$ cat src/rtl/pc_fetch_pkg.sv
// Shared types and defaults for the program-counter fetch controller.
package pc_fetch_pkg;

  localparam int unsigned PC_W_DEF  = 7;
  localparam int unsigned IDX_W_DEF = 6;
  localparam int unsigned CNT_W     = 16;

  typedef enum logic [1:0] {
    IDLE = 2'd0,
    RUN  = 2'd1,
    HALT = 2'd2
  } fetch_state_t;

  typedef logic [PC_W_DEF-1:0] pc_t;

endpackage

$ cat src/rtl/pc_fetch_ctrl_sat_counter16.sv
// 16-bit saturating event counter with synchronous clear.
// Only built when PC_FETCH_STATS_EN is defined.
`ifdef PC_FETCH_STATS_EN
module sat_counter16
  import pc_fetch_pkg::*;
(
  input  logic             clk,
  input  logic             rst_n,
  input  logic             i_clr,
  input  logic             i_en,
  output logic [CNT_W-1:0] o_count
);

  logic [CNT_W-1:0] r_count;

  // Clear beats increment; the count sticks at all-ones.
  always_ff @(posedge clk or negedge rst_n) begin
    if (!rst_n) begin
      r_count <= '0;
    end else if (i_clr) begin
      r_count <= '0;
    end else if (i_en && (r_count != '1)) begin
      r_count <= r_count + CNT_W'(1);
    end
  end

  assign o_count = r_count;

endmodule
`endif

$ cat src/rtl/pc_fetch_ctrl.sv
// Next-PC stage with IDLE/RUN/HALT control, feeding and consuming the branch-target LUT.
// Optional retired/taken statistics counters are enabled with PC_FETCH_STATS_EN.
module pc_fetch_ctrl
  import pc_fetch_pkg::*;
#(
  parameter int unsigned PC_W     = PC_W_DEF,
  parameter int unsigned IDX_W    = IDX_W_DEF,
  parameter int unsigned START_PC = 0,
  parameter int unsigned PC_LAST  = 127
) (
  input  logic             clk,
  input  logic             rst_n,
  input  logic             start,
  input  logic             stall,
  input  logic             halt,
  input  logic             branch_en,
  input  logic             branch_cond,
  input  logic [IDX_W-1:0] branch_idx,
  input  logic [PC_W-1:0]  lut_target,
  output logic [IDX_W-1:0] lut_index,
  output logic [PC_W-1:0]  pc,
  output logic             running,
  output logic             done,
  output logic             pc_oob,
  output logic [CNT_W-1:0] instr_count,
  output logic [CNT_W-1:0] taken_count
);

  fetch_state_t    r_state;
  fetch_state_t    w_state_nxt;
  logic [PC_W-1:0] r_pc;
  logic [PC_W-1:0] w_pc_nxt;
  logic            r_done;
  logic            w_done_nxt;
  logic            r_pc_oob;
  logic            w_pc_oob_nxt;
  logic            w_retire;
  logic            w_taken;
  logic            w_clr;
  logic            w_br_taken;
  logic            w_at_last;

  assign w_br_taken = branch_en & branch_cond;
  assign w_at_last  = (r_pc == PC_W'(PC_LAST));

  always_ff @(posedge clk or negedge rst_n) begin
    if (!rst_n) begin
      r_state <= IDLE;
    end else begin
      r_state <= w_state_nxt;
    end
  end

  // Next state: start dominates, then halt, stall, taken branch, end-of-memory.
  always_comb begin
    w_state_nxt = r_state;
    case (r_state)
      IDLE: begin
        if (start) w_state_nxt = RUN;
      end
      RUN: begin
        if (start)                          w_state_nxt = RUN;
        else if (halt)                      w_state_nxt = HALT;
        else if (stall)                     w_state_nxt = RUN;
        else if (!w_br_taken && w_at_last)  w_state_nxt = HALT;
      end
      HALT: begin
        if (start) w_state_nxt = RUN;
      end
      default: w_state_nxt = IDLE;
    endcase
  end

  // Datapath updates and counter strobes for the current cycle.
  always_comb begin
    w_pc_nxt     = r_pc;
    w_done_nxt   = r_done;
    w_pc_oob_nxt = r_pc_oob;
    w_retire     = 1'b0;
    w_taken      = 1'b0;
    w_clr        = 1'b0;
    case (r_state)
      IDLE, HALT: begin
        if (start) begin
          w_pc_nxt     = PC_W'(START_PC);
          w_done_nxt   = 1'b0;
          w_pc_oob_nxt = 1'b0;
          w_clr        = 1'b1;
        end
      end
      RUN: begin
        if (start) begin
          w_pc_nxt     = PC_W'(START_PC);
          w_done_nxt   = 1'b0;
          w_pc_oob_nxt = 1'b0;
          w_clr        = 1'b1;
        end else if (halt) begin
          w_done_nxt = 1'b1;
          w_retire   = 1'b1;
        end else if (!stall) begin
          w_retire = 1'b1;
          if (w_br_taken) begin
            // Absolute target, loaded as-is even if beyond PC_LAST.
            w_pc_nxt = lut_target;
            w_taken  = 1'b1;
          end else if (w_at_last) begin
            w_done_nxt   = 1'b1;
            w_pc_oob_nxt = 1'b1;
          end else begin
            w_pc_nxt = r_pc + PC_W'(1);
          end
        end
      end
      default: begin
        w_pc_nxt = r_pc;
      end
    endcase
  end

  always_ff @(posedge clk or negedge rst_n) begin
    if (!rst_n) begin
      r_pc     <= '0;
      r_done   <= 1'b0;
      r_pc_oob <= 1'b0;
    end else begin
      r_pc     <= w_pc_nxt;
      r_done   <= w_done_nxt;
      r_pc_oob <= w_pc_oob_nxt;
    end
  end

  assign lut_index = branch_idx;
  assign running   = (r_state == RUN);
  assign pc        = r_pc;
  assign done      = r_done;
  assign pc_oob    = r_pc_oob;

`ifdef PC_FETCH_STATS_EN
  sat_counter16 u_instr_cnt (
    .clk     (clk),
    .rst_n   (rst_n),
    .i_clr   (w_clr),
    .i_en    (w_retire),
    .o_count (instr_count)
  );

  sat_counter16 u_taken_cnt (
    .clk     (clk),
    .rst_n   (rst_n),
    .i_clr   (w_clr),
    .i_en    (w_taken),
    .o_count (taken_count)
  );
`else
  logic w_unused_stats;
  assign w_unused_stats = ^{w_retire, w_taken, w_clr};
  assign instr_count    = '0;
  assign taken_count    = '0;
`endif

endmodule

$ cat config.mk
export PLATFORM = sky130hd
export DESIGN_NAME = pc_fetch_ctrl
export DESIGN_NICKNAME = d
export VERILOG_FILES = /design/src/rtl/pc_fetch_pkg.sv /design/src/rtl/pc_fetch_ctrl_sat_counter16.sv /design/src/rtl/pc_fetch_ctrl.sv
export SDC_FILE = /design/constraint.sdc
export NUM_CORES = 1
export LEC_CHECK = 0
export CAP_MARGIN = 30
export CORE_MARGIN = 10
export CORE_UTILIZATION = 35
export DETAILED_ROUTE_END_ITERATION = 10
export PLACE_DENSITY = 0.78
export SETUP_SLACK_MARGIN = 0.02
export SYNTH_ARGS = -nofsm -noshare
export SYNTH_HDL_FRONTEND = slang
export SYNTH_SLANG_ARGS = --single-unit
export TNS_END_PERCENT = 20
$ cat constraint.sdc
create_clock -name clk -period 1.99 [get_ports clk]
set_input_delay 0.4975 -clock clk [delete_from_list [all_inputs] [get_ports clk]]
set_output_delay 0.4975 -clock clk [all_outputs]
set_load 0.03 [all_outputs]
==> out/summary.txt <==
Hold_buf cts - 0
Slew Viols, Final - 0
Comb power frac - 0.376
Core Footprint - 2829 um2
Worst-path clk slew - 0.08 ns
Mean post-synth cell area - 8.157 um2
DRT iter0 DRCs - 104
Critical Path AT - 1.41 ns
Worst Skew - 0.002988 ns
Worst path slowest cell - clkdlybuf4s50_1
Post-synthesis cell area - 1069 um2
Routed via count - 962
Worst-Margin Slew - 0.5169 ns
Asr flop ratio synth - 1.000
Slew HR - 0.6543
Die W - 75.26 um
Leading cell types in the layout, fill and taps excluded - 32 x conb_1, 18 x clkdlybuf4s50_1, 17 x buf_4, 12 x nand3_1
IO Port Bufs - 23
Area of the multi-input gates - 591.8 um2
Wl on met1 - 1172 um
CTS tree - built
Cell count after synthesis - 131
Worst r2r src - pc[0]
CP top delay family - buffers and inverters
Reg area - 275.3 um2
Fin nets - 184
Grt total ovfl - 0
Max-Cap Viols - 0
Post-route worst setup slack - 0.07783 ns
Reg2reg end - pc[3]
Yosys cell types - 40
R2R depth - 5
Starting Density - 0.3777
Register area share after synthesis - 0.2576
Internal power - 400.1 uW
Ports - 68
Critical Path RT - 1.49 ns
Hpwl dp - 2446 um
Metal2 WL - 1572 um
Post-CTS setup buffer count - 0
Status - finished, final reports clean
CP max stage delay - 0.70 ns
# fillers - 285
Post-route ant nets - 0
Pin count of the biggest net entering global routing - 12
Leakage - 0.6473 nW
Pre-CTS setup slack - -0.1012 ns
Die area - 5663 um2
Crit share post-route - 0.9609
P per Cell Area - 520.5 nW/um2
Diodes inserted - 0
Final instance area - 1290 um2
Std-Cell Rows - 19
WP buf/inv - 1
Worst setup EP type - output pin
Reg power frac - 0.376
# clock sinks - 11
Switch share - 0.4041
Drt pass-1 iters - 4
DR vias/cell - 4.984
GPL Wtd Cong - 0.9432
Number of global-route vias before repair - 1009
TritonCTS buffer count - 3
Fin util - 0.4560
First-pass GRT wire length - 4629 um
Net Sw Power - 271.3 uW
Routed wire length - 3013 um
CP max FO - 6
Layout area overhead - 20.73%
Worst setup SP type - flip-flop
Final count of negative-setup-slack endpoints - 0
Post-synth EDFFs - 0
WL per Instance - 15.61 um
Synth Flop Type - dfrtp_1
Root Buffer - clkbuf_4
Total length of routed met3 wires - 248 um
Total track usage - 0.1033
Layout cells sized above 1 - 0.1420
H-tree levels - 1
Fmax - 0.5230 GHz
RSZ-0062 raised after global routing - false
Worst skew pair latency - 0.28 ns
Setup CP Type - flip-flop to output pin
Placed cell area - 1257 um2
Initial antenna violation count - 0
Clock share of power - 0.247
Peak VDD IR - 207.5 uV
DR top layer - met4
Die Span Y - 75.26 um
Post-route minimum period - 1.912 ns
Yosys reg bits - 11
Reg-to-reg slack, setup - 0.21 ns
Synth Warn # - 0
Most common cell after layout, fill and taps aside - conb_1
Worst Hold Class - input port to async pin
Deepest clock path buffer count - 2
Final hold vios - 0
CP Cell Sequence - clkdlybuf4s50_1
Drc violations - 0
## layout make-up
class | count | area share
Multi-Input combinational cell | 107 | 0.4588
Timing Repair Buffer | 39 | 0.2745
Sequential cell | 11 | 0.2134
Tap cell | 31 | 0.03007
Clock buffer | 4 | 0.02037
Inverter | 1 | 0.002910
## metrics by stage
stage	hold WS, ns	setup TNS [ns]	instances	total power, mW
6_report	0.5505	0	193	0.6714
5_1_grt	0.5953	0	193	0.7035
4_1_cts	0.5636	0	193	0.6677
3_5_place_dp	0.5532	-0.2847	189	0.5053
3_3_place_gp	0.5410	-0.1039	189	0.5033
2_1_floorplan	0.2019	0	162	0.4822
## registers in the layout, indices dropped and copies added (netlist names)
signal,cells
done,1
pc,7
r_state,2
pc_oob,1
## timing repair
action,CTS,global route
endpoints found under the setup margin,1,3
gates resized for setup,1,3
pin swaps,0,0
## cells by family after synthesis
kind of cell / count (synthesis) / share of synthesized area
AO/OA/AOI/OAI: 28 / 0.1839
AND/OR/NAND/NOR: 45 / 0.2354
flip-flops: 11 / 0.2576
adder cells (fa/ha/maj): 1 / 0.01171
buffers and inverters: 44 / 0.2974
multiplexers: 1 / 0.01054
other: 1 / 0.003510
## how the worst max path moves through the flow
stage,startpoint,to,slack [ns],cells after the start
after detailed placement,branch_en,pc[3],-0.10,5
after CTS,pc[5],pc[5],0.03,1
after floorplan,pc[0],pc[1],0.13,5
after global routing,pc[4],pc[4],0.03,1
after global placement,branch_en,pc[3],-0.04,5
final,pc[4],pc[4],0.08,1
## layer usage
| layer | vias to the layer above | GRT usage |
|---|---|---|
| met5 | - | 0 |
| met4 | 0 | 0.02680 |
| met3 | 2 | 0.03548 |
| met2 | 45 | 0.1867 |
| met1 | 455 | 0.1125 |
| li1 | 460 | - |
## cells in the mapped netlist, types with 2 or more instances
master,count,share of area
buf_4,38,0.27
nand3_1,12,0.056
dfrtp_1,11,0.26
nand2_1,11,0.039
a21oi_1,5,0.023
o211ai_1,5,0.035
o21ai_0,5,0.023
nand2b_1,4,0.023
a221o_1,2,0.019
and2_1,2,0.012
and2_4,2,0.016
and3_1,2,0.012
buf_2,2,0.0094
clkbuf_1,2,0.0070
nor2_1,2,0.0070
o41ai_1,2,0.016
## power groups by stage
stage               Combinational, mW  Clock, mW  Sequential, mW
global route                    0.269      0.180           0.254
CTS                             0.249      0.166           0.252
global placement                0.247          0           0.256
detailed placement              0.248          0           0.257
floorplan                       0.215          0           0.267
finish                          0.252      0.166           0.253
Power figures use the tool's default switching activity.
